### config.mk
export PLATFORM = sky130hd
export DESIGN_NAME = bcd_display_scan
export DESIGN_NICKNAME = d
export VERILOG_FILES = /design/src/rtl/bcd_display_scan_pkg.sv /design/src/rtl/bcd_display_scan_bcd_to_seg7.sv /design/src/rtl/bcd_display_scan.sv
export SDC_FILE = /design/constraint.sdc
export NUM_CORES = 1
export LEC_CHECK = 0
export ABC_AREA = 0
export CAP_MARGIN = 0
export CORE_MARGIN = 2
export CORE_UTILIZATION = 30
export DETAILED_ROUTE_END_ITERATION = 6
export PLACE_DENSITY = 0.53
export SKIP_CTS_REPAIR_TIMING = 1
export SLEW_MARGIN = 30
export SYNTH_ARGS = -nofsm -noshare
export SYNTH_HDL_FRONTEND = slang
export SYNTH_HIERARCHICAL = 1
export SYNTH_SLANG_ARGS = --single-unit
### constraint.sdc
create_clock -name clk -period 2.19 [get_ports clk]
set_input_delay 0.3285 -clock clk [delete_from_list [all_inputs] [get_ports clk]]
set_output_delay 0.3285 -clock clk [all_outputs]
set_load 0.02 [all_outputs]
### src/rtl/bcd_display_scan_pkg.sv
// Shared definitions for the BCD scan display: segment layout, glyph constants
// and parameter legality checks.
package bcd_display_scan_pkg;

   // Segment vector layout, msb first; active high.
   typedef struct packed {
      logic g;
      logic f;
      logic e;
      logic d;
      logic c;
      logic b;
      logic a;
   } seg7_t;

   localparam seg7_t SEG_0     = 7'h3F;
   localparam seg7_t SEG_1     = 7'h06;
   localparam seg7_t SEG_2     = 7'h5B;
   localparam seg7_t SEG_3     = 7'h4F;
   localparam seg7_t SEG_4     = 7'h66;
   localparam seg7_t SEG_5     = 7'h6D;
   localparam seg7_t SEG_6     = 7'h7D;
   localparam seg7_t SEG_7     = 7'h07;
   localparam seg7_t SEG_8     = 7'h7F;
   localparam seg7_t SEG_9     = 7'h6F;
   localparam seg7_t SEG_E     = 7'h79;
   localparam seg7_t SEG_BLANK = 7'h00;

   function automatic bit params_legal(input int ndig, input int div);
      return (ndig >= 1) && (div >= 1);
   endfunction

endpackage

### src/rtl/bcd_display_scan_bcd_to_seg7.sv
// Combinational BCD to seven-segment decoder; codes above 9 render as "E".
module bcd_to_seg7
   import bcd_display_scan_pkg::*;
(
   input  logic [3:0] bcd,
   output seg7_t      seg
);

   always_comb begin
      seg = SEG_E;
      case (bcd)
         4'd0:    seg = SEG_0;
         4'd1:    seg = SEG_1;
         4'd2:    seg = SEG_2;
         4'd3:    seg = SEG_3;
         4'd4:    seg = SEG_4;
         4'd5:    seg = SEG_5;
         4'd6:    seg = SEG_6;
         4'd7:    seg = SEG_7;
         4'd8:    seg = SEG_8;
         4'd9:    seg = SEG_9;
         default: seg = SEG_E;
      endcase
   end

endmodule

### src/rtl/bcd_display_scan.sv
// Time-multiplexed seven-segment driver for a captured BCD sum plus carry,
// with leading-zero blanking, invalid-digit flag and end-of-scan pulse.
module bcd_display_scan
   import bcd_display_scan_pkg::*;
#(
   parameter int NDIG     = 2,
   parameter int DIV      = 4,
   parameter int BLANK_LZ = 1
) (
   input  logic              clk,
   input  logic              rst,
   input  logic              load,
   input  logic [4*NDIG-1:0] bcd_in,
   input  logic              carry_in,
   output logic [6:0]        seg,
   output logic [NDIG:0]     an,
   output logic              err,
   output logic              frame
);

   localparam int PW = (DIV > 1) ? $clog2(DIV) : 1;
   localparam int QW = ($clog2(NDIG + 1) > 0) ? $clog2(NDIG + 1) : 1;

   generate
      if (!params_legal(NDIG, DIV)) begin : g_bad_params
         $error("bcd_display_scan: NDIG and DIV must both be >= 1");
      end
   endgenerate

   logic [PW-1:0]     presc_reg, presc_next;
   logic [QW-1:0]     pos_reg, pos_next;
   logic [4*NDIG-1:0] digits_reg;
   logic              carry_reg, en_reg, err_reg, frame_reg;
   logic              tick, at_carry;
   logic [NDIG-1:0]   bad_in, blank_vec;
   logic [3:0]        sel_digit;
   logic              sel_blank;
   seg7_t             dec_seg;

   assign tick     = (presc_reg == PW'(DIV - 1));
   assign at_carry = (pos_reg == QW'(NDIG));

   // Per-digit validity of incoming data and blanking of the held value.
   // A digit is blanked when it and everything above it are zero and no carry.
   genvar gi;
   generate
      for (gi = 0; gi < NDIG; gi++) begin : g_digit
         assign bad_in[gi] = (bcd_in[4*gi +: 4] > 4'd9);
         if (gi == 0) begin : g_lsd
            assign blank_vec[gi] = 1'b0;
         end else begin : g_upper
            assign blank_vec[gi] = (BLANK_LZ != 0) && !carry_reg &&
                                   (digits_reg[4*NDIG-1:4*gi] == '0);
         end
      end
      for (gi = 0; gi <= NDIG; gi++) begin : g_an
         assign an[gi] = en_reg && (pos_reg == QW'(gi));
      end
   endgenerate

   always_comb begin
      presc_next = tick ? '0 : presc_reg + 1'b1;
      pos_next   = pos_reg;
      if (tick) begin
         pos_next = at_carry ? '0 : pos_reg + 1'b1;
      end
   end

   always_ff @(posedge clk) begin
      if (rst) begin
         presc_reg  <= '0;
         pos_reg    <= '0;
         digits_reg <= '0;
         carry_reg  <= 1'b0;
         en_reg     <= 1'b0;
         err_reg    <= 1'b0;
         frame_reg  <= 1'b0;
      end else begin
         presc_reg <= presc_next;
         pos_reg   <= pos_next;
         frame_reg <= tick && at_carry && en_reg;
         if (load) begin
            digits_reg <= bcd_in;
            carry_reg  <= carry_in;
            en_reg     <= 1'b1;
            err_reg    <= |bad_in;
         end
      end
   end

   always_comb begin
      sel_digit = 4'd0;
      sel_blank = 1'b0;
      for (int k = 0; k < NDIG; k++) begin
         if (pos_reg == QW'(k)) begin
            sel_digit = digits_reg[4*k +: 4];
            sel_blank = blank_vec[k];
         end
      end
   end

   bcd_to_seg7 u_dec (
      .bcd (sel_digit),
      .seg (dec_seg)
   );

   always_comb begin
      seg = SEG_BLANK;
      if (en_reg) begin
         if (at_carry) begin
            seg = carry_reg ? SEG_1 : SEG_BLANK;
         end else if (!sel_blank) begin
            seg = dec_seg;
         end
      end
   end

   assign err   = err_reg;
   assign frame = frame_reg;

endmodule

**After elaboration in Yosys (flattened, before gate mapping)**

Memories as Yosys holds them, arrays and structs flattened.
Cells that the tools add are included.

- Flip-flop bits (word level): 16
- ROM bits: 112
- Memories kept: 1
- Logic and storage cells: 34
- Output and inout port bits: 12

Memories:

| name | depth | width | read ports | clocked after memory_dff | write ports | RTL line | RTL |
|---|---|---|---|---|---|---|---|
| (no name shown) | 16 | 7 | 1 | 0 | 0 | bcd_display_scan_bcd_to_seg7.sv:11 | `case (bcd)` |

- Add/sub/neg operators: 2
- Muxes and demuxes: 8
- Eq/ne operators: 3
- $lt $le $gt $ge: 2
- Reduce and logical (&&, ||, !) cells: 11

Operators by type and width:

| operator | count |
|---|---|
| 7-bit 2-to-1 mux | 3 |
| 4-bit greater-than comparator (second input constant) | 2 |
| 4-bit 2-to-1 mux | 2 |
| 1-bit logical AND | 6 |
| 2-bit by 1-bit adder with 2-bit output (second input constant) | 2 |
| 2-bit == test (second input constant) | 2 |
| 4-bit zero test | 1 |
| 2-bit OR reduction | 2 |
| 3-bit 2-to-1 mux | 1 |
| 2-bit by 1-bit == test with 1-bit output (second input constant) | 1 |
| 2-bit zero test | 1 |
| 2-bit 2-to-1 mux | 1 |
| 1-bit zero test | 1 |
| 1-bit 2-to-1 mux | 1 |

**Logic depth before layout (Yosys ltp)**

An unclocked memory read counts as a cell.

- Depth after elaboration: 7
- Depth in mapped cells: 8

**Hierarchy**

Netlist, hierarchy kept.

By module, submodules not included:

| module | instances | area each (um^2) | cells each |
|---|---|---|---|
| bcd_display_scan | 1 | 728.2 | 83 |
| bcd_to_seg7 | 1 | 198.9 | 27 |

**Least setup slack after synthesis**

No wires, ideal clock.

- Path type: register to output
- Start: reg pos_reg[0]
- End: out seg[1]
- Cell stages (with the launch flop): 9
- Arrival time: 1.917 ns
- Path slack: -0.055 ns
- Buffers on the path: 1
- Data required time: 1.862 ns
- Cells stage by stage: dfxtp_1 buf_2 mux2i_1 nor2_1 inv_1 ha_1 o21ai_0 nand2_1 a21boi_0

RTL lines:

| item | RTL line | RTL |
|---|---|---|
| from (decl) | bcd_display_scan.sv:31 | `logic [QW-1:0] pos_reg, pos_next;` |
| from (signal assigned) | bcd_display_scan.sv:80 | `pos_reg <= pos_next;` |
| to (decl) | bcd_display_scan.sv:15 | `output logic [6:0] seg,` |

==> metrics.yaml <==
layout:
  multi_input_area_um2: 646
  fin_nets: 168
  area_growth_pct: 55.9
  drive_gt1_share_pct: 33.3
  diodes: 0
  seqCellArea_um2: 327
  fillerInstances: 318
  largest_register_ff_count: 8
clock_network:
  cts_tree: "yes"
  cts_max_path_buffers: 2
  htreeDepth: 1
  clock-sinks: 16
  clock_latency_ns: 0.28
  root_buffer: "clkbuf_4"
  clk_pin_slew_ns: 0.09
  cts_buffers: 3
worst_setup_path:
  critPathSlowestCell: "dfxtp_4"
  required_ns: 1.86
  path_max_fanout: 4
  cp.arrival_ns: 1.86
  crit_type: "reg -> out"
  crit_chain: "mux2i_1 > nor2_1 > inv_2 > buf_12 > ha_4 > nand2b_4 > a21o_1 > and3_4 > buf_6"
  end_kind: "output pin"
  cp_top_family: "flip-flops"
  max_stage_delay_ns: 0.38
  startpoint_type: "register"
  path_buf_inv: 3
yosys:
  yosys-top-cells-area: "dfxtp_1, mux2i_1, ha_1"
  syn-num-nets: 129
  synth_top_area_share_pct: 34.5
  synth_area_um2: 927
  yosys.area_share.simple_pct: 24.8
  avgSynthCellArea_um2: 8.43
  synth_top_family_by_area: "simple AND/OR/NAND/NOR gates"
  ys_seq_area_share_pct: 34.5
  yosys_warnings: 6
  syn_inst: 110
  synth_compound_area_share_pct: 11.7
  yosys.area.top_type: "dfxtp_1"
  synthXorXnorAreaFrac_pct: 0
  synthAdderAreaFrac_pct: 9.45
  ys_ff_latch: 16
  yosysUniqueCellTypes: 26
  synthMuxAreaShare_pct: 14.0
job:
  cap_viol_max_count: 0
pwr:
  p_sw_uw: 210
  p_int_uw: 522
  p_leak_nw: 0.657
  power_density_nw_per_um2: 507
  vdd_drop_max_uv: 249
  swShare_pct: 28.7
  p_comb_share_pct: 35.8
  seq_power_share_pct: 44.1
  clock_power_share_pct: 20.1
place:
  io_buffers: 23
  routabilityCongestion: 0.815
  hpwl_mm: 1.60
global_route:
  antenna_found_initial: 0
  grt_max_degree: 17
  grt_pass1_wl_mm: 3.41
  grt.overflow.total: 0
  grt_pass1_vias: 813
  grt_use_total_pct: 12.8
sta:
  fin_crit_sh_pct: 100
  worst_slew_pin_slew_ns: 0.558
  timing.final.max_slew_violations: 0
  tns_ns: -0.00159
  fmax_ghz: 0.456
  period_minus_slack_ns: 2.19
  whs_ns: 0.439
  finalHoldViolCount: 0
  rsz0062_at_grt: "yes"
  fin_worst_skew_ns: 0.00838
  slew-limit-headroom_pct: 62.7
  setup_viol: 1
  setup_slack_ns: -0.00159
min_path:
  hold_path_class: "reg -> reg"
floorplanning:
  die_area_um2: 3550
  core_area_um2: 3000
  die_h_um: 59.6
  die_w_um: 59.6
  num_rows: 20
  ios: 24
  start_util_pct: 30.9
routing:
  drc: 0
  vias: 846
  wl_per_cell_um: 11.5
  drt_first_pass_iters: 4
  wl_mm: 2.07
  ant_nets: 0
  drt-vias-per-instance: 4.70
  drt-initial-drc-count: 28
run_status:
  status: "complete, but fails checks"
  violations: "negative setup slack"
==> cell usage in the layout (no fill, tap or decap), drive strengths merged, types with 2 or more instances in the layout <==
master / instances
inv: 5
a21o: 4
buf: 25
dfxtp: 16
nor2: 21
nand2b: 6
mux2i: 13
clkbuf: 3
nand2: 5
a21boi: 2
ha: 7
o21ai: 3
and3: 5
clkdlybuf4s50: 15
nor3: 2
or2: 2
nor3b: 2
a21oi: 2
==> power groups by stage <==
stage	Sequential, mW	Clock [mW]	Combinational (mW)
after floorplan	0.325	0	0.124
after global placement	0.328	0	0.218
after detailed placement	0.328	0	0.221
after CTS	0.321	0.157	0.222
after global routing	0.326	0.169	0.287
final	0.323	0.147	0.262
==> metal layers <==
layer	wire length (µm)	global-route usage, %	up-vias
li1	-	-	445
met1	894	15.7	377
met2	1050	21.5	20
met3	97	2.62	4
met4	20	5.71	0
met5	0	0	-
==> cell type report <==
| cell class | instances | share of cell area, % |
|---|---|---|
| Clock buffer | 3 | 1.56 |
| Inverter | 5 | 1.30 |
| Multi-Input combinational cell | 82 | 44.7 |
| Sequential cell | 16 | 22.6 |
| Tap cell | 33 | 2.86 |
| Timing Repair Buffer | 41 | 27.0 |
==> synthesized netlist by cell type (all sizes together) <==
cell type  count
a21boi         2
a21o           4
a21oi          2
a22oi          1
a2bb2oi        1
a311oi         1
and3           5
buf            4
clkbuf         3
dfxtp         16
ha             7
inv            5
mux2i         13
nand2          5
nand2b         6
nand3          1
nand3b         1
nor2          21
nor3           2
nor3b          2
nor4           1
o21ai          3
o31a           1
or2            2
or4            1
==> cells by family (layout without fill, tap and decap cells) <==
kind of cell	Yosys count	in the layout
buf+inv	12	49
flops	16	16
simple gates	47	47
mux	13	13
compound gates	15	15
fa+ha+maj	7	7
==> worst register-to-register path, delay by kind of cell (launching register included) <==
family                 cells  cell delay, ns
AND/OR/NAND/NOR            2            0.45
buffers and inverters      1            0.17
AO/OA/AOI/OAI              1            0.14
flip-flops                 1            0.38
==> through the flow <==
step	setup slack (ns)	util [%]	std cells	area, µm²	total power [mW]
finish	-0.00159	48.1	180	1450	0.732
global route	-0.124	48.1	180	1450	0.782
CTS	-0.538	43.6	178	1310	0.699
detailed placement	-0.220	42.9	175	1290	0.549
global placement	-0.193	42.9	175	1290	0.545
floorplan	0.0893	-	110	927	0.449
==> final timing paths <==
kind	start	to	slack (ns)	cells after the start
worst max-delay path	pos_reg[0]$_SDFFE_PP0N_	seg[3]	-0.002	9
worst min-delay path	presc_reg[0]$_SDFF_PP0_	presc_reg[0]$_SDFF_PP0_	0.44	1
worst max register to register	pos_reg[1]$_SDFFE_PP0N_	pos_reg[1]$_SDFFE_PP0N_	0.97	4
worst min register to register	presc_reg[0]$_SDFF_PP0_	presc_reg[0]$_SDFF_PP0_	0.44	1
Note: power is estimated with default switching activity, not from simulation.
